<file path="src/rtl/uart_rx.sv">
// 8N1 UART receiver on the CPU memory bus: a single-byte receive buffer plus sticky
// overrun and framing-error flags, with the same bit timing as the transmitter.
module uart_rx #(
  parameter int BAUD_DIVIDER = 694
) (
  input  logic        clk,
  input  logic        resetn,
  input  logic        enable,
  input  logic        mem_valid,
  output logic        mem_ready,
  input  logic        mem_instr,
  input  logic [3:0]  mem_wstrb,
  input  logic [31:0] mem_wdata,
  input  logic [31:0] mem_addr,
  output logic [31:0] mem_rdata,
  input  logic        serialIn
);

  localparam logic [19:0] BAUD = 20'(BAUD_DIVIDER);
  localparam logic [19:0] HALF = 20'(BAUD_DIVIDER >> 1);

  typedef enum logic [2:0] {
    S_IDLE,
    S_START,
    S_DATA,
    S_STOP,
    S_BREAK
  } state_t;

  state_t      state_q, state_d;
  logic [19:0] timer_q, timer_d;
  logic [2:0]  bit_cnt_q, bit_cnt_d;
  logic [7:0]  shifter_q, shifter_d;
  logic [1:0]  sync_q;
  logic        rxs;
  logic        expired;
  logic        deliver;
  logic        ferr_set;

  logic        rdy;
  logic [7:0]  buffer;
  logic        full;
  logic        ovr;
  logic        ferr;
  logic        access;
  logic        is_write;
  logic        sel_status;
  logic        data_rd;
  logic        stat_wr;
  logic        full_eff;
  logic [31:0] status_word;
  logic [31:0] reg_rdata;
  logic        unused_bus;

  assign unused_bus = ^{mem_instr, mem_wdata[31:3], mem_wdata[0],
                        mem_addr[31:3], mem_addr[1:0]};

  // Two-flop synchronizer; resets to the idle (high) line level.
  always_ff @(posedge clk or negedge resetn) begin
    if (!resetn) begin
      sync_q <= 2'b11;
    end else begin
      sync_q <= {sync_q[0], serialIn};
    end
  end

  assign rxs = sync_q[1];

  always_ff @(posedge clk or negedge resetn) begin
    if (!resetn) begin
      state_q   <= S_IDLE;
      timer_q   <= '0;
      bit_cnt_q <= '0;
      shifter_q <= '0;
    end else begin
      state_q   <= state_d;
      timer_q   <= timer_d;
      bit_cnt_q <= bit_cnt_d;
      shifter_q <= shifter_d;
    end
  end

  assign expired = (timer_q == 20'd0);

  always_comb begin
    state_d   = state_q;
    timer_d   = timer_q;
    bit_cnt_d = bit_cnt_q;
    shifter_d = shifter_q;
    deliver   = 1'b0;
    ferr_set  = 1'b0;
    if (!expired) begin
      timer_d = timer_q - 20'd1;
    end
    unique case (state_q)
      S_IDLE: begin
        if (!rxs) begin
          timer_d = HALF;
          state_d = S_START;
        end
      end
      S_START: begin
        // A start bit that is high again at mid-bit is treated as a glitch.
        if (expired) begin
          if (!rxs) begin
            timer_d   = BAUD;
            bit_cnt_d = 3'd0;
            state_d   = S_DATA;
          end else begin
            state_d = S_IDLE;
          end
        end
      end
      S_DATA: begin
        if (expired) begin
          shifter_d = {rxs, shifter_q[7:1]};
          timer_d   = BAUD;
          bit_cnt_d = bit_cnt_q + 3'd1;
          if (bit_cnt_q == 3'd7) begin
            state_d = S_STOP;
          end
        end
      end
      S_STOP: begin
        if (expired) begin
          if (rxs) begin
            deliver = 1'b1;
            state_d = S_IDLE;
          end else begin
            ferr_set = 1'b1;
            state_d  = S_BREAK;
          end
        end
      end
      S_BREAK: begin
        if (rxs) begin
          state_d = S_IDLE;
        end
      end
      default: begin
        state_d = S_IDLE;
      end
    endcase
  end

  // Handshake: rdy pulses for one cycle, one clock after mem_valid & enable; the
  // access (read data returned, side effects applied) happens in the cycle where
  // rdy, mem_valid and enable are all high, committing at the edge that ends it.
  assign access     = rdy & mem_valid & enable;
  assign is_write   = |mem_wstrb;
  assign sel_status = mem_addr[2];
  assign data_rd    = access & ~is_write & ~sel_status;
  assign stat_wr    = access & sel_status & mem_wstrb[0];

  // A DATA read on the same edge as a delivery frees the buffer for the new byte.
  assign full_eff = full & ~data_rd;

  always_ff @(posedge clk or negedge resetn) begin
    if (!resetn) begin
      rdy    <= 1'b0;
      buffer <= '0;
      full   <= 1'b0;
      ovr    <= 1'b0;
      ferr   <= 1'b0;
    end else begin
      rdy <= mem_valid & enable & ~rdy;
      if (deliver && !full_eff) begin
        buffer <= shifter_q;
      end
      if (deliver && !full_eff) begin
        full <= 1'b1;
      end else if (data_rd) begin
        full <= 1'b0;
      end
      if (deliver && full_eff) begin
        ovr <= 1'b1;
      end else if (stat_wr && mem_wdata[1]) begin
        ovr <= 1'b0;
      end
      if (ferr_set) begin
        ferr <= 1'b1;
      end else if (stat_wr && mem_wdata[2]) begin
        ferr <= 1'b0;
      end
    end
  end

  assign status_word = {29'b0, ferr, ovr, full};
  assign reg_rdata   = sel_status ? status_word : {24'b0, buffer};
  assign mem_rdata   = enable ? reg_rdata : 32'b0;
  assign mem_ready   = enable ? rdy : 1'b0;

endmodule

</file>
<file path="config.mk">
export PLATFORM = sky130hd
export DESIGN_NAME = uart_rx
export DESIGN_NICKNAME = d
export VERILOG_FILES = /design/src/rtl/uart_rx.sv
export SDC_FILE = /design/constraint.sdc
export NUM_CORES = 1
export LEC_CHECK = 0
export CORE_ASPECT_RATIO = 1.2
export CORE_UTILIZATION = 39
export CTS_BUF_LIST = sky130_fd_sc_hd__clkbuf_16
export DETAILED_ROUTE_END_ITERATION = 16
export MAX_ROUTING_LAYER = met4
export PLACE_DENSITY = 0.8
export SYNTH_ARGS = -nofsm -noshare
export SYNTH_HDL_FRONTEND = slang
export SYNTH_SLANG_ARGS = --single-unit
</file>
<file path="constraint.sdc">
create_clock -name clk -period 2.7 [get_ports clk]
set_clock_uncertainty 0.2 [all_clocks]
set_input_delay 0.27 -clock clk [delete_from_list [all_inputs] [get_ports clk]]
set_output_delay 0.27 -clock clk [all_outputs]
set_load 0.01 [all_outputs]
</file>
==> results of run 1 <==
-- per-layer routing --
| layer | GRT usage, % | vias to the layer above | share of wire (%) | wire length, um |
|---|---|---|---|---|
| li1 | - | 956 | - | - |
| met1 | 17.7 | 949 | 43 | 2150 |
| met2 | 29.0 | 44 | 53 | 2670 |
| met3 | 2.79 | 8 | 3.3 | 169 |
| met4 | 3.77 | 0 | 1.2 | 61 |
| met5 | - | - | 0 | 0 |
-- worst min path at each step --
stage,startpoint,to,slack (ps),depth (start not counted)
finish,sync_q[0],sync_q[1],160,0
CTS,sync_q[0],sync_q[1],170,0
global route,sync_q[0],sync_q[1],170,0
floorplan,resetn,bit_cnt_q[0],-230,0
global placement,resetn,buffer[4],80,1
detailed placement,resetn,buffer[4],90,1
-- power groups by stage --
stage,clock [mW],sequential [mW],combinational (mW)
finish,0.713,0.732,0.0724
global route,0.753,0.732,0.0827
CTS,0.720,0.732,0.0736
detailed placement,0,0.745,0.0724
global placement,0,0.745,0.0712
floorplan,0,0.742,0.0597
-- synth_stat cells (all sizes together) (8+ instances only) --
library cell and count:
mux2 16, a21oi 10, nor2 17, and2 8
buf 26, nor3 13, xnor2 11, dfrtp 46
nand3 8, nand2 16, o21ai 9
-- cells by family after synthesis --
kind of cell    after synthesis  synth area share [%]
simple gates                 95                  21.3
buf+inv                      38                  8.89
xor+xnor                     11                  3.64
fa+ha+maj                     4                  1.89
compound gates               40                  9.93
flops                        48                  45.5
mux                          21                  8.70
other cells                   1                 0.142
-- through the flow --
step	setup TNS (ps)	hold WS, ps
5_1_grt	-27.5	168
6_report	0	165
3_3_place_gp	0	75.9
3_5_place_dp	0	90.2
4_1_cts	0	167
2_1_floorplan	-171	-226
-- flip-flops by register name (all words and copies together), names as in the netlist --
register	flops
bit_cnt_q	3
buffer	8
ferr	1
full	1
ovr	1
rdy	1
shifter_q	8
state_q	3
sync_q	2
timer_q	20
-- layout make-up --
class	count	area [um^2]	area share, %
multi-input combinational	195	1310	41.4
tap	85	106	3.36
sequential	48	1200	38.0
inverter	5	18.8	0.592
clock inverter	3	46.3	1.46
timing repair buffer	41	355	11.2
clock buffer	5	125	3.95
-- timing repair --
item                                    4_1_cts  5_1_grt
endpoints found under the setup margin        0        9
hold buffers                                  1        0
setup buffers                                 0        2
hold endpoints to repair                     22        0
resized for setup                             0        2
==> qor.yml, run 1 <==
route:
  dr.pass1.iters: 4
  viasPerCell: 5.12
  drt-wirelength-per-cell_um: 13.2
  num_vias: 1957
  remaining_drc_errors: 0
  wl_um: 5050
  ant_nets: 0
  drt_iter0_drc: 87
cts:
  cts_tree: "done"
  clk_pin_slew_ps: 70
  clock-sinks: 48
  htreeDepth: 2
  clock_latency_ps: 290
  cts-root-buf: "clkbuf_16"
  numCtsBuffers: 5
  cts_buffer_depth: 2
timing:
  fin_crit_sh_pct: 97.7
  maxSlewViolCount: 0
  worst_pin_slew_ps: 721
  setup_viol: 0
  period_needed_ps: 2640
  relSlewSlack_pct: 51.5
  layout_setup_ws_ps: 63.4
  fmax_mhz: 379
  hold_violations: 0
setup_path:
  critPathSlowestCell: "or4_4"
  required_ps: 2670
  worst-path-stages: 6
  ff2ff_setup_slack_ps: 60
  endpoint: "buffer[1]"
  slowest_delay_ps: 570
  crit_start: "timer_q[11]"
  timing.rr.start: "timer_q[11]"
  crit_chain: "or4_4 -> nor3_4 -> nand3_4 -> nor4b_4 -> buf_4 -> mux2_2"
  start_kind: "flip-flop"
  crit_path_max_fanout: 8
  worst-r2r-cell-count: 6
  critical_path_class: "reg2reg"
  crit_path_end_kind: "flip-flop"
  crit_arrival_ps: 2610
  r2r_end: "buffer[1]"
  crit_family: "simple AND/OR/NAND/NOR gates"
  crit_buf_inv: 1
synthesis:
  async_flop_share_pct: 100
  synth_top_area_cell: "dfrtp_1"
  syn_inst: 258
  ys_types: 51
  yosysWarnings: 0
  synth_seq_area_share_pct: 45.5
  yosys-top-cells-area: "dfrtp_1 44%, buf_4 6.8%, mux2_2 6.8%"
  synth_top_area_share_pct: 43.5
  syn_area_per_cell_um2: 10.3
  synth_edf_count: 0
  ys_ff_latch: 48
  synth_flop_cell: "dfrtp_1"
  netlist_area_um2: 2650
power:
  pwr-share-clk_pct: 47.0
  finalPower_mw: 1.52
  p_int_mw: 1.19
  p_sw_mw: 0.322
  p_leak_nw: 1.45
  pwr-share-seq_pct: 48.2
  combPwrFrac_pct: 4.8
  switching_share_pct: 21.2
  vdd_drop_max_mv: 0.279
  powerDensity_nw_per_um2: 479
floorplan:
  rows: 32
  die_y_um: 92.2
  start_util_pct: 40.8
  die_x_um: 77.2
  die_area_um2: 7120
  boundaryPins: 107
  core_um2: 6490
place:
  placed_cells: 371
  hpwlAfterDp_um: 3730
  place_area_um2: 2970
  port-buffer-count: 20
  place_congestion: 0.873
  pre_cts_ws_ps: 45.7
layout:
  layout_commonest_cell: "dfrtp_1"
  antennaDiodeCount: 0
  syn_to_final_growth_pct: 19.8
  stdcell_count: 382
  fillCellCount: 592
  fin_area_um2: 3170
  final_util_pct: 48.8
  layout_common_cells: "46 x dfrtp_1, 24 x conb_1, 20 x buf_4"
  layout-drive-gt1-share_pct: 19.9
  final_nets: 374
global_routing:
  grt-ovfl-total: 0
  grt_pass1_vias: 1947
  antenna_found_initial: 0
  grt_first_pass_wirelength_um: 8750
  track_usage_pct: 15.8
  grt_max_degree: 27
worst_hold_path:
  hold_path_class: "reg2reg"
status:
  outcome: "finished, final reports clean"
run:
  cap_violations: 0
Note: power is estimated with default switching activity, not from simulation.
==> run 2: changes to the inputs <==
--- a/config.mk
+++ b/config.mk
@@ -5,8 +5,10 @@
 export SDC_FILE = /design/constraint.sdc
 export NUM_CORES = 1
 export LEC_CHECK = 0
+export CELL_PAD_IN_SITES_DETAIL_PLACEMENT = 1
+export CELL_PAD_IN_SITES_GLOBAL_PLACEMENT = 2
 export CORE_ASPECT_RATIO = 1.2
-export CORE_UTILIZATION = 39
+export CORE_UTILIZATION = 23
 export CTS_BUF_LIST = sky130_fd_sc_hd__clkbuf_16
 export DETAILED_ROUTE_END_ITERATION = 16
 export MAX_ROUTING_LAYER = met4
==> qor.yml, run 2 (synthesis results as in run 1) <==
route:
  wl_um: 6210
  drt-wirelength-per-cell_um: 13.6
  drt_iter0_drc: 61
  remaining_drc_errors: 0
  viasPerCell: 4.43
  dr.pass1.iters: 4
  num_vias: 2019
  ant_nets: 0
layout:
  final-seq-area_um2: 1200
  layout_commonest_cell: "dfrtp_1"
  fillCellCount: 1268
  regMostFlops: "timer_q"
  antennaDiodeCount: 0
  layout_common_cells: "46 x dfrtp_1, 25 x buf_4, 24 x conb_1"
  layout-drive-gt1-share_pct: 22.5
  stdcell_count: 456
  syn_to_final_growth_pct: 26.1
  final_nets: 379
  largest_register_ffs: 20
  multiInputGateArea_um2: 1330
  fin_area_um2: 3330
  top_regs: "timer_q: 20 flops, buffer: 8 flops, shifter_q: 8 flops"
setup_path:
  crit_arrival_ps: 2550
  worst-path-stages: 6
  required_ps: 2670
  crit_path_end_kind: "flip-flop"
  start_kind: "flip-flop"
  critPathSlowestCell: "or4_1"
  crit_path_max_fanout: 8
  crit_chain: "or4_1 -> nor3_4 -> nand3_4 -> nor4b_4 -> buf_4 -> mux2_2"
  timing.rr.start: "timer_q[11]"
  crit_family: "simple AND/OR/NAND/NOR gates"
  slowest_delay_ps: 630
  crit_start: "timer_q[11]"
  worst-r2r-cell-count: 6
  crit_buf_inv: 1
  critical_path_class: "reg2reg"
place:
  port-buffer-count: 20
  hpwlAfterDp_um: 4410
  place_area_um2: 3080
  placed_cells: 444
  place_congestion: 0.757
worst_hold_path:
  worstHoldStart: "sync_q[0]"
  hold_path_class: "reg2reg"
  hold_depth: 0
cts:
  clk_pin_slew_ps: 70
  numCtsBuffers: 5
  htreeDepth: 2
  clock_latency_ps: 290
  clock-sinks: 48
  cts-root-buf: "clkbuf_16"
  cts_buffer_depth: 2
  cts_tree: "done"
status:
  outcome: "finished, final reports clean"
floorplan:
  die_x_um: 99.9
  boundaryPins: 107
  core_um2: 11100
  rows: 42
  start_util_pct: 23.9
  die_area_um2: 11900
  die_y_um: 119
power:
  p_leak_nw: 1.49
  vdd_drop_max_mv: 0.235
  powerDensity_nw_per_um2: 485
  finalPower_mw: 1.62
timing:
  fin_crit_sh_pct: 95.5
  setup_viol: 0
  hold_violations: 0
  relSlewSlack_pct: 59.3
  setup_tns_ps: 0
  fmax_mhz: 388
  maxSlewViolCount: 0
  period_needed_ps: 2580
  worst_pin_slew_ps: 596
global_routing:
  grt_pass1_vias: 2161
  grt_max_degree: 49
  grt_first_pass_wirelength_um: 10700
  antenna_found_initial: 0
  grt-ovfl-total: 0
  track_usage_pct: 11.8
run:
  cap_violations: 0
[run 2: area by class of cell]
type | count | share of cell area (%)
multi-input cells | 195 | 40.0
well taps | 154 | 5.78
clock buffers | 5 | 3.75
flip-flops and latches | 48 | 36.1
inverters | 5 | 0.563
clock inverters | 3 | 2.06
repair buffers | 46 | 11.8
[run 2: through the flow]
step | hold WS (ps) | util, % | worst slack (ps)
floorplan | -226 | - | -21.4
global placement | 147 | 27.8 | 124
detailed placement | 147 | 27.8 | 91.9
CTS | 158 | 29.7 | 34.9
global route | 161 | 30.1 | -10.3
finish | 158 | 30.1 | 122
[run 2: what timing repair did]
item,in CTS,in global routing
setup endpoints to repair,0,11
hold buffers,1,0
resized for setup,0,6
hold endpoints to repair,46,0
setup buffers,0,3
[run 2: layer usage]
layer | GRT usage (%) | share of wire, % | up-vias
met3 | 2.41 | 3.8 | 6
met5 | - | 0 | -
met1 | 13.0 | 43 | 1010
met4 | 4.14 | 1.4 | 0
li1 | - | - | 961
met2 | 20.9 | 52 | 42
[run 2: worst reg2reg max path, stage by stage (launching register included)]
cell     delay, ps
dfrtp_1        410
or4_1          630
nor3_4         270
nand3_4        150
nor4b_4        260
buf_4          210
mux2_2         340
[run 2: report_power, final]
part | internal, mW | leakage [nW] | switching (mW)
Clock | 0.534 | 0.0944 | 0.277
Combinational | 0.0285 | 0.769 | 0.0448
Sequential | 0.726 | 0.624 | 0.00547
Total | 1.29 | 1.49 | 0.327
[run 2: worst paths after layout]
check / end / slack (ps)
min reg2reg: sync_q[1] / 160
max in group asynchronous: timer_q[17] / 1460
max reg2reg: buffer[5] / 120
min: sync_q[1] / 160
max: buffer[5] / 120
min in group asynchronous: shifter_q[4] / 420
